**config.mk**
```make
export PLATFORM = sky130hd
export DESIGN_NAME = turret_servo_pwm_flat
export DESIGN_NICKNAME = d
export VERILOG_FILES = /design/src/rtl/turret_servo_pkg.sv /design/src/rtl/turret_servo_pwm_if.sv /design/src/rtl/turret_servo_tick.sv /design/src/rtl/turret_servo_pwm.sv /design/src/flat_wrapper.sv
export SDC_FILE = /design/constraint.sdc
export NUM_CORES = 1
export LEC_CHECK = 0
export CORE_MARGIN = 1
export CORE_UTILIZATION = 50
export CTS_BUF_LIST = sky130_fd_sc_hd__clkbuf_2 sky130_fd_sc_hd__clkbuf_4 sky130_fd_sc_hd__clkbuf_8
export CTS_CLUSTER_DIAMETER = 80
export CTS_CLUSTER_SIZE = 25
export DETAILED_ROUTE_END_ITERATION = 16
export GPL_ROUTABILITY_DRIVEN = 0
export PLACE_DENSITY_LB_ADDON = 0.12
export SLEW_MARGIN = 20
export SYNTH_ARGS = -nofsm -noshare
export SYNTH_HDL_FRONTEND = slang
export SYNTH_HIERARCHICAL = 1
export SYNTH_SLANG_ARGS = --single-unit
```
**constraint.sdc**
```tcl
create_clock -name PCLK -period 4.8 [get_ports PCLK]
set_clock_uncertainty 0.05 [all_clocks]
set_input_delay 0.96 -clock PCLK [delete_from_list [all_inputs] [get_ports PCLK]]
set_output_delay 0.96 -clock PCLK [all_outputs]
set_load 0.1 [all_outputs]
```
**src/rtl/turret_servo_pkg.sv**
```systemverilog
// turret_servo_pkg: register offsets, reset defaults, bit indices and clamp helper for turret_servo_pwm
package turret_servo_pkg;

    typedef enum logic [2:0] {
        REG_CTRL    = 3'd0,
        REG_PERIOD  = 3'd1,
        REG_TARGET  = 3'd2,
        REG_STATUS  = 3'd3,
        REG_CURRENT = 3'd4,
        REG_STEP    = 3'd5
    } reg_e;

    localparam logic [4:0] OFF_CTRL    = 5'h00;
    localparam logic [4:0] OFF_PERIOD  = 5'h04;
    localparam logic [4:0] OFF_TARGET  = 5'h08;
    localparam logic [4:0] OFF_STATUS  = 5'h0C;
    localparam logic [4:0] OFF_CURRENT = 5'h10;
    localparam logic [4:0] OFF_STEP    = 5'h14;

    localparam int unsigned PERIOD_RST = 20000;
    localparam int unsigned TARGET_RST = 1500;
    localparam int unsigned STEP_RST   = 10;

    localparam int CTRL_EN        = 0;
    localparam int CTRL_IRQ_EN    = 1;
    localparam int STATUS_DONE    = 0;
    localparam int STATUS_RAMPING = 1;

    // Saturate a bus write into [lo, hi].
    function automatic logic [31:0] clamp(input logic [31:0] v, input logic [31:0] lo, input logic [31:0] hi);
        return (v < lo) ? lo : (v > hi) ? hi : v;
    endfunction

endpackage

```
**src/rtl/turret_servo_pwm_if.sv**
```systemverilog
// turret_servo_pwm_if: APB3 slave bus bundle with master/slave views
interface turret_servo_pwm_if;
    logic        PSEL;
    logic        PENABLE;
    logic        PWRITE;
    logic [4:0]  PADDR;
    logic [31:0] PWDATA;
    logic [31:0] PRDATA;
    logic        PREADY;
    logic        PSLVERR;

    modport master (
        output PSEL, PENABLE, PWRITE, PADDR, PWDATA,
        input  PRDATA, PREADY, PSLVERR
    );

    modport slave (
        input  PSEL, PENABLE, PWRITE, PADDR, PWDATA,
        output PRDATA, PREADY, PSLVERR
    );
endinterface

```
**src/rtl/turret_servo_tick.sv**
```systemverilog
// turret_servo_tick: PCLK prescaler producing a one-cycle tick every PRESCALE cycles
module turret_servo_tick #(
    parameter int PRESCALE = 100
) (
    input  logic PCLK,
    input  logic PRESETN,
    input  logic i_clear,
    input  logic i_run,
    output logic o_tick
);
    localparam int W = $clog2(PRESCALE);

    logic [W-1:0] r_pre;

    assign o_tick = i_run & (r_pre == W'(PRESCALE - 1));

    // Count 0..PRESCALE-1 while running; idle or restart holds at zero.
    always_ff @(posedge PCLK or negedge PRESETN) begin
        if (!PRESETN) r_pre <= '0;
        else          r_pre <= (i_clear | !i_run | o_tick) ? '0 : r_pre + 1'b1;
    end
endmodule

```
**src/rtl/turret_servo_pwm.sv**
```systemverilog
// turret_servo_pwm: APB3 servo PWM generator with boundary-synchronous updates; slew limiting under TURRET_SERVO_SLEW_EN
module turret_servo_pwm
    import turret_servo_pkg::*;
#(
    parameter int PRESCALE  = 100,
    parameter int CNT_W     = 16,
    parameter int PULSE_MIN = 500,
    parameter int PULSE_MAX = 2500
) (
    input  logic                PCLK,
    input  logic                PRESETN,
    turret_servo_pwm_if.slave   apb,
    output logic                PWM_OUT,
    output logic                IRQ
);
    localparam logic [31:0] CNT_MAX = 32'((64'd1 << CNT_W) - 1);

    logic             r_en, r_irq_en, r_done, r_pwm;
    logic [CNT_W-1:0] r_period, r_target, r_current, r_act_per, r_cnt;
    logic [CNT_W-1:0] w_next, w_per_wd, w_tgt_wd;
    logic [31:0]      w_rdata, w_step_rd;
    logic             w_wr, w_rd, w_tick, w_wrap, w_en_rise, w_done_clr, w_unused;
    reg_e             w_sel;

    assign w_sel      = reg_e'(apb.PADDR[4:2]);
    assign w_unused   = ^apb.PADDR[1:0];
    assign w_wr       = apb.PSEL & apb.PENABLE & apb.PWRITE;
    assign w_rd       = apb.PSEL & apb.PENABLE & !apb.PWRITE;
    assign w_en_rise  = w_wr & (w_sel == REG_CTRL) & apb.PWDATA[CTRL_EN] & !r_en;
    assign w_done_clr = w_wr & (w_sel == REG_STATUS) & apb.PWDATA[STATUS_DONE];
    assign w_wrap     = w_tick & (r_cnt == r_act_per - CNT_W'(1));
    assign w_per_wd   = CNT_W'(clamp(apb.PWDATA, 32'(PULSE_MAX + 1), CNT_MAX));
    assign w_tgt_wd   = CNT_W'(clamp(apb.PWDATA, 32'(PULSE_MIN), 32'(PULSE_MAX)));

    turret_servo_tick #(.PRESCALE(PRESCALE)) u_tick (
        .PCLK    (PCLK),
        .PRESETN (PRESETN),
        .i_clear (w_en_rise),
        .i_run   (r_en),
        .o_tick  (w_tick)
    );

`ifdef TURRET_SERVO_SLEW_EN
    logic [CNT_W-1:0] r_step, w_dist;
    logic             w_up;

    // Step CURRENT toward TARGET, landing exactly on it when within one step.
    always_comb begin
        w_up   = r_target > r_current;
        w_dist = w_up ? r_target - r_current : r_current - r_target;
        w_next = (r_step == '0 || w_dist <= r_step) ? r_target : w_up ? r_current + r_step : r_current - r_step;
    end

    // Slew step register.
    always_ff @(posedge PCLK or negedge PRESETN) begin
        if (!PRESETN)                         r_step <= CNT_W'(STEP_RST);
        else if (w_wr && w_sel == REG_STEP)   r_step <= apb.PWDATA[CNT_W-1:0];
    end

    assign w_step_rd = 32'(r_step);
`else
    assign w_next    = r_target;
    assign w_step_rd = '0;
`endif

    // Software-visible control registers, with clamping applied on write.
    always_ff @(posedge PCLK or negedge PRESETN) begin
        if (!PRESETN) begin
            r_en     <= 1'b0;
            r_irq_en <= 1'b0;
            r_period <= CNT_W'(PERIOD_RST);
            r_target <= CNT_W'(TARGET_RST);
        end else begin
            if (w_wr && w_sel == REG_CTRL) begin
                r_en     <= apb.PWDATA[CTRL_EN];
                r_irq_en <= apb.PWDATA[CTRL_IRQ_EN];
            end
            if (w_wr && w_sel == REG_PERIOD) r_period <= w_per_wd;
            if (w_wr && w_sel == REG_TARGET) r_target <= w_tgt_wd;
        end
    end

    // PWM engine: tick counter, boundary shadow loads, sticky DONE and registered output.
    always_ff @(posedge PCLK or negedge PRESETN) begin
        if (!PRESETN) begin
            r_cnt     <= '0;
            r_act_per <= CNT_W'(PERIOD_RST);
            r_current <= CNT_W'(TARGET_RST);
            r_done    <= 1'b0;
            r_pwm     <= 1'b0;
        end else begin
            if (!r_en)       r_cnt <= '0;
            else if (w_tick) r_cnt <= w_wrap ? '0 : r_cnt + CNT_W'(1);
            if (w_en_rise) begin
                r_act_per <= r_period;
                r_current <= r_target;
            end else if (w_wrap) begin
                r_act_per <= r_period;
                r_current <= w_next;
            end
            r_done <= w_wrap | (r_done & !w_done_clr);
            r_pwm  <= r_en & (r_cnt < r_current);
        end
    end

    // Register read mux; unmapped offsets read as zero.
    always_comb begin
        w_rdata = '0;
        case (w_sel)
            REG_CTRL:    w_rdata = {30'b0, r_irq_en, r_en};
            REG_PERIOD:  w_rdata = 32'(r_period);
            REG_TARGET:  w_rdata = 32'(r_target);
            REG_STATUS:  w_rdata = {30'b0, r_current != r_target, r_done};
            REG_CURRENT: w_rdata = 32'(r_current);
            REG_STEP:    w_rdata = w_step_rd;
            default:     w_rdata = '0;
        endcase
    end

    assign apb.PRDATA  = w_rd ? w_rdata : '0;
    assign apb.PREADY  = 1'b1;
    assign apb.PSLVERR = 1'b0;
    assign PWM_OUT     = r_pwm;
    assign IRQ         = r_irq_en & r_done;
endmodule

```
**src/flat_wrapper.sv**
```systemverilog
// flat-port wrapper written by rule: the top's interface ports become plain ports
module turret_servo_pwm_flat import turret_servo_pkg::*;
#(
    parameter int PRESCALE  = 100,
    parameter int CNT_W     = 16,
    parameter int PULSE_MIN = 500,
    parameter int PULSE_MAX = 2500
)
  (PCLK, PRESETN, PWM_OUT, IRQ, apb_PSEL, apb_PENABLE, apb_PWRITE, apb_PADDR, apb_PWDATA, apb_PRDATA, apb_PREADY, apb_PSLVERR);
  turret_servo_pwm_if apb_i ();
  input  logic PCLK;
  input  logic PRESETN;
  output logic PWM_OUT;
  output logic IRQ;
  input wire logic [$bits(apb_i.PSEL)-1:0] apb_PSEL;
  input wire logic [$bits(apb_i.PENABLE)-1:0] apb_PENABLE;
  input wire logic [$bits(apb_i.PWRITE)-1:0] apb_PWRITE;
  input wire logic [$bits(apb_i.PADDR)-1:0] apb_PADDR;
  input wire logic [$bits(apb_i.PWDATA)-1:0] apb_PWDATA;
  output wire logic [$bits(apb_i.PRDATA)-1:0] apb_PRDATA;
  output wire logic [$bits(apb_i.PREADY)-1:0] apb_PREADY;
  output wire logic [$bits(apb_i.PSLVERR)-1:0] apb_PSLVERR;
  assign apb_i.PSEL = apb_PSEL;
  assign apb_i.PENABLE = apb_PENABLE;
  assign apb_i.PWRITE = apb_PWRITE;
  assign apb_i.PADDR = apb_PADDR;
  assign apb_i.PWDATA = apb_PWDATA;
  assign apb_PRDATA = apb_i.PRDATA;
  assign apb_PREADY = apb_i.PREADY;
  assign apb_PSLVERR = apb_i.PSLVERR;
  turret_servo_pwm #(.PRESCALE(PRESCALE), .CNT_W(CNT_W), .PULSE_MIN(PULSE_MIN), .PULSE_MAX(PULSE_MAX)) u_core (.PCLK(PCLK), .PRESETN(PRESETN), .apb(apb_i), .PWM_OUT(PWM_OUT), .IRQ(IRQ));
endmodule
```
==> impl_results.md, run 1 <==
* Critical path class: in -> out
* Leading cell type in the layout, fill and taps excluded: dfrtp_1
* Max-Cap Viols at 0
* CTS Root Cell: clkbuf_8
* Most frequent cells in the layout: dfrtp_1, nor2_1, nand2_1, clkdlybuf4s50_1, a21oi_1
* CTS HTree Levels at 3
* Sequential area share after synthesis at 0.408
* YS warnings at 6
* Most used DFF post-synth: dfrtp_1
* Sw frac at 0.354
* Die X at 108 um
* Nets at 702
* First-pass GRT wire length at 22.7 mm
* Switching power at 729 uW
* Setup bufs post-CTS at 0
* Grt total ovfl at 0
* DR WL/cell at 17.4 um
* Fin cells at 787
* CTS Buffer Depth at 2
* #FFs+latches synth at 91
* Vias at 4564
* Largest net degree at the start of global routing at 64
* Crit path DAT at 2.78 ns
* Fin crit period at 3.79 ns
* R2R depth at 10
* Critical Path RT at 3.79 ns
* Syn avg cell area at 9.53 um2
* Hold Violations, Final at 0
* Post-Synthesis Cells at 593
* Drt pass-1 iters at 5
* Gate power share at 0.270
* Slew @ Worst Pin at 0.965 ns
* Pwr Density at 310 nW/um2
* Port buffer count at 57
* Vias per Instance at 5.80
* Max VDD drop at 195 uV
* Slew HR at 0.354
* Part of the power in registers at 0.469
* Final setup viols at 0
* Layout cells sized above 1 at 0.124
* DRT iter0 DRCs at 196
* Static Leak at 2.93 nW
* CP startpoint kind: primary input
* CTS buffer count at 9
* # hold bufs at CTS at 0
* Num rows at 38
* CORE AREA at 10900 um2
* CTS tree: yes
* Vias in the first global route at 4594
* P&R area growth vs syn at 17.6%
* Filler Cells Inserted at 943
* Worst min path class: reg -> reg
* Post_cts resized at 0
* CP Max Fanout at 16
* Die height at 108 um
* Fmax at 0.264 GHz
* Tot GR Track Use at 0.253
* Starting Density at 0.517
* Post-synth EDFFs at 0
* CP endpoint kind: output port
* Clock slew at reported path FFs at 0.09 ns
* Hold depth at 2
* Post-Place Cells at 771
* FFs w/ async S/R, synth at 1.00
* Netlist cell types at 61
* Status: finished, final reports clean
* Total Wirelength at 13.7 mm
* Ant diodes at 0
* Io pins at 78
* Area of the mapped netlist at 5650 um2
* Placed wire-length estimate at 10.3 mm
* Post-Route Setup TNS at 0 ns
* Latest clock arrival within the worst-skew pair at 0.36 ns
* Power Internal at 1.33 mW
* DRC at 0
* Tcrit/Tclk final at 0.790
* Clock power share at 0.262
* Routed Antenna Nets at 0
* Slew Viols, Final at 0
* Die area at 11700 um2
* Initial antenna violation count at 0
* Clk sink count at 91
* RSZ-0062 raised after global routing: false
state kept, by name (all words and copies together), names as in the netlist:
| name | flops |
|---|---|
| u_core/r_en | 1 |
| u_core/PWM_OUT | 1 |
| u_core/r_done | 1 |
| u_core/u_tick/r_pre | 7 |
| u_core/r_period | 16 |
| u_core/r_current | 16 |
| u_core/r_cnt | 16 |
| u_core/r_act_per | 16 |
| u_core/r_target | 16 |
| u_core/r_irq_en | 1 |
Yosys cell counts (all sizes together) (5+ instances only):
master | n | area share
a21o | 6 | 0.0080
a21oi | 37 | 0.033
a22oi | 14 | 0.019
and2 | 8 | 0.0089
and3 | 14 | 0.016
buf | 23 | 0.032
clkbuf | 21 | 0.014
dfrtp | 67 | 0.30
dfstp | 24 | 0.11
ha | 18 | 0.040
inv | 22 | 0.015
mux2 | 36 | 0.072
mux2i | 5 | 0.0089
nand2 | 49 | 0.033
nand2b | 10 | 0.011
nand3 | 20 | 0.019
nand4 | 9 | 0.010
nor2 | 54 | 0.036
nor2b | 5 | 0.0055
nor3 | 12 | 0.012
nor4 | 16 | 0.020
o21ai | 19 | 0.017
o22a | 10 | 0.016
o22ai | 5 | 0.0055
xnor2 | 19 | 0.029
xor2 | 27 | 0.042
per-stage QoR:
| step | cell area [um2] | power [mW] | setup WS [ns] | hold WS, ns | utilization |
|---|---|---|---|---|---|
| after floorplan | 5710 | 1.37 | 0.426 | 0.390 | - |
| after global placement | 6410 | 1.51 | 1.06 | 0.416 | 0.587 |
| after detailed placement | 6440 | 1.53 | 1.03 | 0.423 | 0.589 |
| after CTS | 6640 | 2.07 | 0.990 | 0.436 | 0.607 |
| after global routing | 6640 | 2.17 | 0.847 | 0.458 | 0.607 |
| final | 6640 | 2.06 | 1.01 | 0.434 | 0.607 |
critical path: stages:
cell and delay (ns):
clkdlybuf4s50_1 0.64, nor2b_1 0.20, buf_4 0.25, a22oi_1 0.12, nor2_1 0.10, a21oi_1 0.05
nor2_1 0.24, buf_12 0.22
final cells by class:
type | count | area (um2) | area share
clock inverters | 7 | 75.1 | 0.0113
clock buffers | 9 | 124 | 0.0187
well taps | 140 | 175 | 0.0264
multi-input cells | 452 | 3060 | 0.461
flip-flops and latches | 91 | 2310 | 0.347
inverters | 22 | 82.6 | 0.0124
repair buffers | 66 | 816 | 0.123
power by group through the flow:
stage	Clock [mW]	Sequential [mW]	Combinational, mW
after detailed placement	0	0.979	0.555
after global placement	0	0.974	0.540
after floorplan	0	0.948	0.424
after CTS	0.551	0.965	0.557
after global routing	0.576	0.980	0.612
final	0.539	0.965	0.555
cell families (layout without fill, tap and decap cells):
logic type,count (synthesis),after routing,synth area share
flops,91,91,0.408
other cells,2,18,0.00133
simple gates,214,214,0.198
compound gates,114,114,0.136
fa+ha+maj,18,18,0.0399
xor+xnor,46,46,0.0713
buf+inv,66,104,0.0602
mux,42,42,0.0846
layer usage:
metal	vias up	track usage	part of all wire
met2	114	0.427	0.49
li1	2170	-	-
met5	-	0	0
met1	2254	0.330	0.45
met4	0	0.0936	0.021
met3	26	0.0356	0.038
path summary, 6_finish.rpt:
path / slack, ns / from / end
max reg2reg: 1.26 / u_core/r_act_per[0] / u_core/r_act_per[1]
max: 1.01 / apb_PADDR[2] / apb_PRDATA[9]
max in group asynchronous: 3.14 / PRESETN / u_core/r_current[3]
min: 0.43 / u_core/r_target[10] / u_core/r_target[10]
min reg2reg: 0.43 / u_core/r_target[10] / u_core/r_target[10]
min in group asynchronous: 0.60 / PRESETN / u_core/r_cnt[14]
Power figures use the tool's default switching activity.
==> run 2, diff against run 1 <==
==> constraint.sdc (replaced) <==
create_clock -name PCLK -period 3.09 [get_ports PCLK]
set_clock_uncertainty 0.05 [all_clocks]
set_input_delay 0.618 -clock PCLK [delete_from_list [all_inputs] [get_ports PCLK]]
set_output_delay 0.618 -clock PCLK [all_outputs]
set_load 0.1 [all_outputs]
==> impl_results.md, run 2 (synthesis gave the netlist of run 1 again) <==
* Slew @ Worst Pin at 0.578 ns (-0.387 ns)
* Final setup viols at 0 (unchanged)
* Post-placement cell area at 6660 um2 (+3.3%)
* Clock slew at reported path FFs at 0.10 ns (about the same)
* CTS buffer count at 9 (unchanged)
* DRC at 0 (unchanged)
* CP startpoint kind: register
* Worst hold slack at 0.172 ns (-0.262 ns)
* CTS HTree Levels at 3 (unchanged)
* Worst Setup SP: u_core/r_target[14]
* Static Leak at 3.04 nW (+3.6%)
* Total Power at 3.27 mW (+59%)
* CTS Root Cell: clkbuf_8
* CP Max Fanout at 4 (-12)
* Hold Violations, Final at 0 (unchanged)
* Crit path DAT at 2.35 ns (-0.43 ns)
* GR peak layer: met2
* Filler Cells Inserted at 959 (+1.7%)
* Reg2reg start: u_core/r_act_per[0]
* Status: finished, final reports clean
* Fin cells at 805 (+2.3%)
* Port buffer count at 57 (unchanged)
* Max incr delay on CP at 0.49 ns (-0.15 ns)
* Drt pass-1 iters at 5 (unchanged)
* Num rows at 38 (unchanged)
* P&R area growth vs syn at 22.2%
* RSZ-0062 raised after global routing: true
* Pwr Density at 474 nW/um2 (+53%)
* Starting Density at 0.517 (unchanged)
* DRT iter0 DRCs at 225 (+15%)
* Setup slack, reg-to-reg at 0.17 ns (-1.09 ns)
* # hold bufs at CTS at 0 (unchanged)
* Met2 usage at 0.418 (-0.00955)
* Vias per Instance at 5.77 (-0.57%)
* Critical Path RT at 2.42 ns (-1.37 ns)
* Worst min path class: in -> async
* Fmax at 0.332 GHz
* Tcrit/Tclk final at 0.975
* Clk sink count at 91 (unchanged)
* Max-Cap Viols at 0 (unchanged)
* CTS tree: yes
* GRT met1 Usage at 0.340 (+0.0104)
* Fin crit period at 3.01 ns
* Slowest cell on the critical path: mux4_2
* Die X at 108 um (unchanged)
* Most frequent cells in the layout: dfrtp_1, nand2_1, nor2_1, clkdlybuf4s50_1, a21oi_1
* Layout cells sized above 1 at 0.177 (+0.0538)
* Total Wirelength at 13.9 mm (+1.9%)
* Critical path class: reg -> out
* Vias at 4642 (+1.7%)
* CP endpoint kind: output port
* Post-Place Cells at 789 (+2.3%)
* Routed Antenna Nets at 0 (unchanged)
* Latest clock arrival within the worst-skew pair at 0.38 ns (+0.02 ns)
* Grt total ovfl at 0 (unchanged)
* Nets at 720 (+2.6%)
* Utilization after layout at 0.631 (+0.0239)
* Largest net degree at the start of global routing at 45 (-30%)
* Die area at 11700 um2 (unchanged)
* Vias in the first global route at 4673 (+1.7%)
* CTS Buffer Depth at 2 (unchanged)
* First-pass GRT wire length at 22.9 mm (+0.79%)
* Fin area at 6900 um2 (+3.9%)
* Die height at 108 um (unchanged)
* Ant diodes at 0 (unchanged)
* R2R depth at 11 (+1)
* Initial antenna violation count at 0 (unchanged)
* Leading cell type in the layout, fill and taps excluded: dfrtp_1
* DR WL/cell at 17.3 um (-0.41%)
* Tot GR Track Use at 0.258 (+0.00486)
* Max VDD drop at 335 uV (+72%)
* R2R Path End: u_core/r_current[1]
* Placed wire-length estimate at 10.7 mm (+4.2%)
* CORE AREA at 10900 um2 (unchanged)
* Critical Path End: apb_PRDATA[1]
* CP Cell Sequence: xor2_1 > nor4_2 > nand4_1 > mux4_2 > nand2b_1 > a21oi_2 > buf_12
* Slew HR at 0.611 (+0.257)
* Io pins at 78 (unchanged)
* Slew Viols, Final at 0 (unchanged)
* GRT met3 Usage at 0.0386 (+0.00301)
[run 2: stage by stage]
stage,setup WS [ns],setup TNS [ns]
floorplan,-0.287,-1.02
global placement,0.116,0
detailed placement,0.0699,0
CTS,0.0184,0
global route,-0.0382,-0.170
finish,0.0767,0
[run 2: critical path: cells and delay by family, from the launching register on]
family                 cells  cell delay, ns
AND/OR/NAND/NOR            3            0.61
multiplexers               1            0.49
flip-flops                 1            0.43
XOR/XNOR                   1            0.18
buffers and inverters      1            0.18
AO/OA/AOI/OAI              1            0.07
[run 2: where the power goes]
part | switching (mW) | internal [mW]
Combinational | 0.547 | 0.369
Sequential | 0.156 | 1.35
Clock | 0.456 | 0.395
Total | 1.16 | 2.11
[run 2: how the worst min path moves through the flow]
stage                   startpoint             endpoint  slack, ns
6_report                   PRESETN     u_core/r_cnt[14]       0.17
5_1_grt                    PRESETN     u_core/r_cnt[13]       0.21
4_1_cts                    PRESETN     u_core/r_cnt[14]       0.18
3_5_place_dp   u_core/r_target[10]  u_core/r_target[10]       0.42
3_3_place_gp   u_core/r_target[10]  u_core/r_target[10]       0.42
2_1_floorplan              PRESETN       u_core/PWM_OUT       0.27
[run 2: what timing repair did]
item / CTS / global route
buffers inserted: 0 / 0
setup endpoints to repair: 1 / 16
gates resized for setup: 1 / 7
pin swaps: 1 / 3
[run 2: cell type report]
cell class	instances	area (um2)	share of cell area
timing repair buffer	84	961	0.139
sequential	91	2310	0.334
inverter	22	82.6	0.0120
clock inverter	6	73.8	0.0107
tap	140	175	0.0254
clock buffer	10	131	0.0190
multi-input combinational	452	3170	0.459
[run 2: per-layer routing]
layer	wire length, um	part of all wire
met2	6720	0.48
met4	410	0.029
met3	630	0.045
met1	6170	0.44
met5	0	0
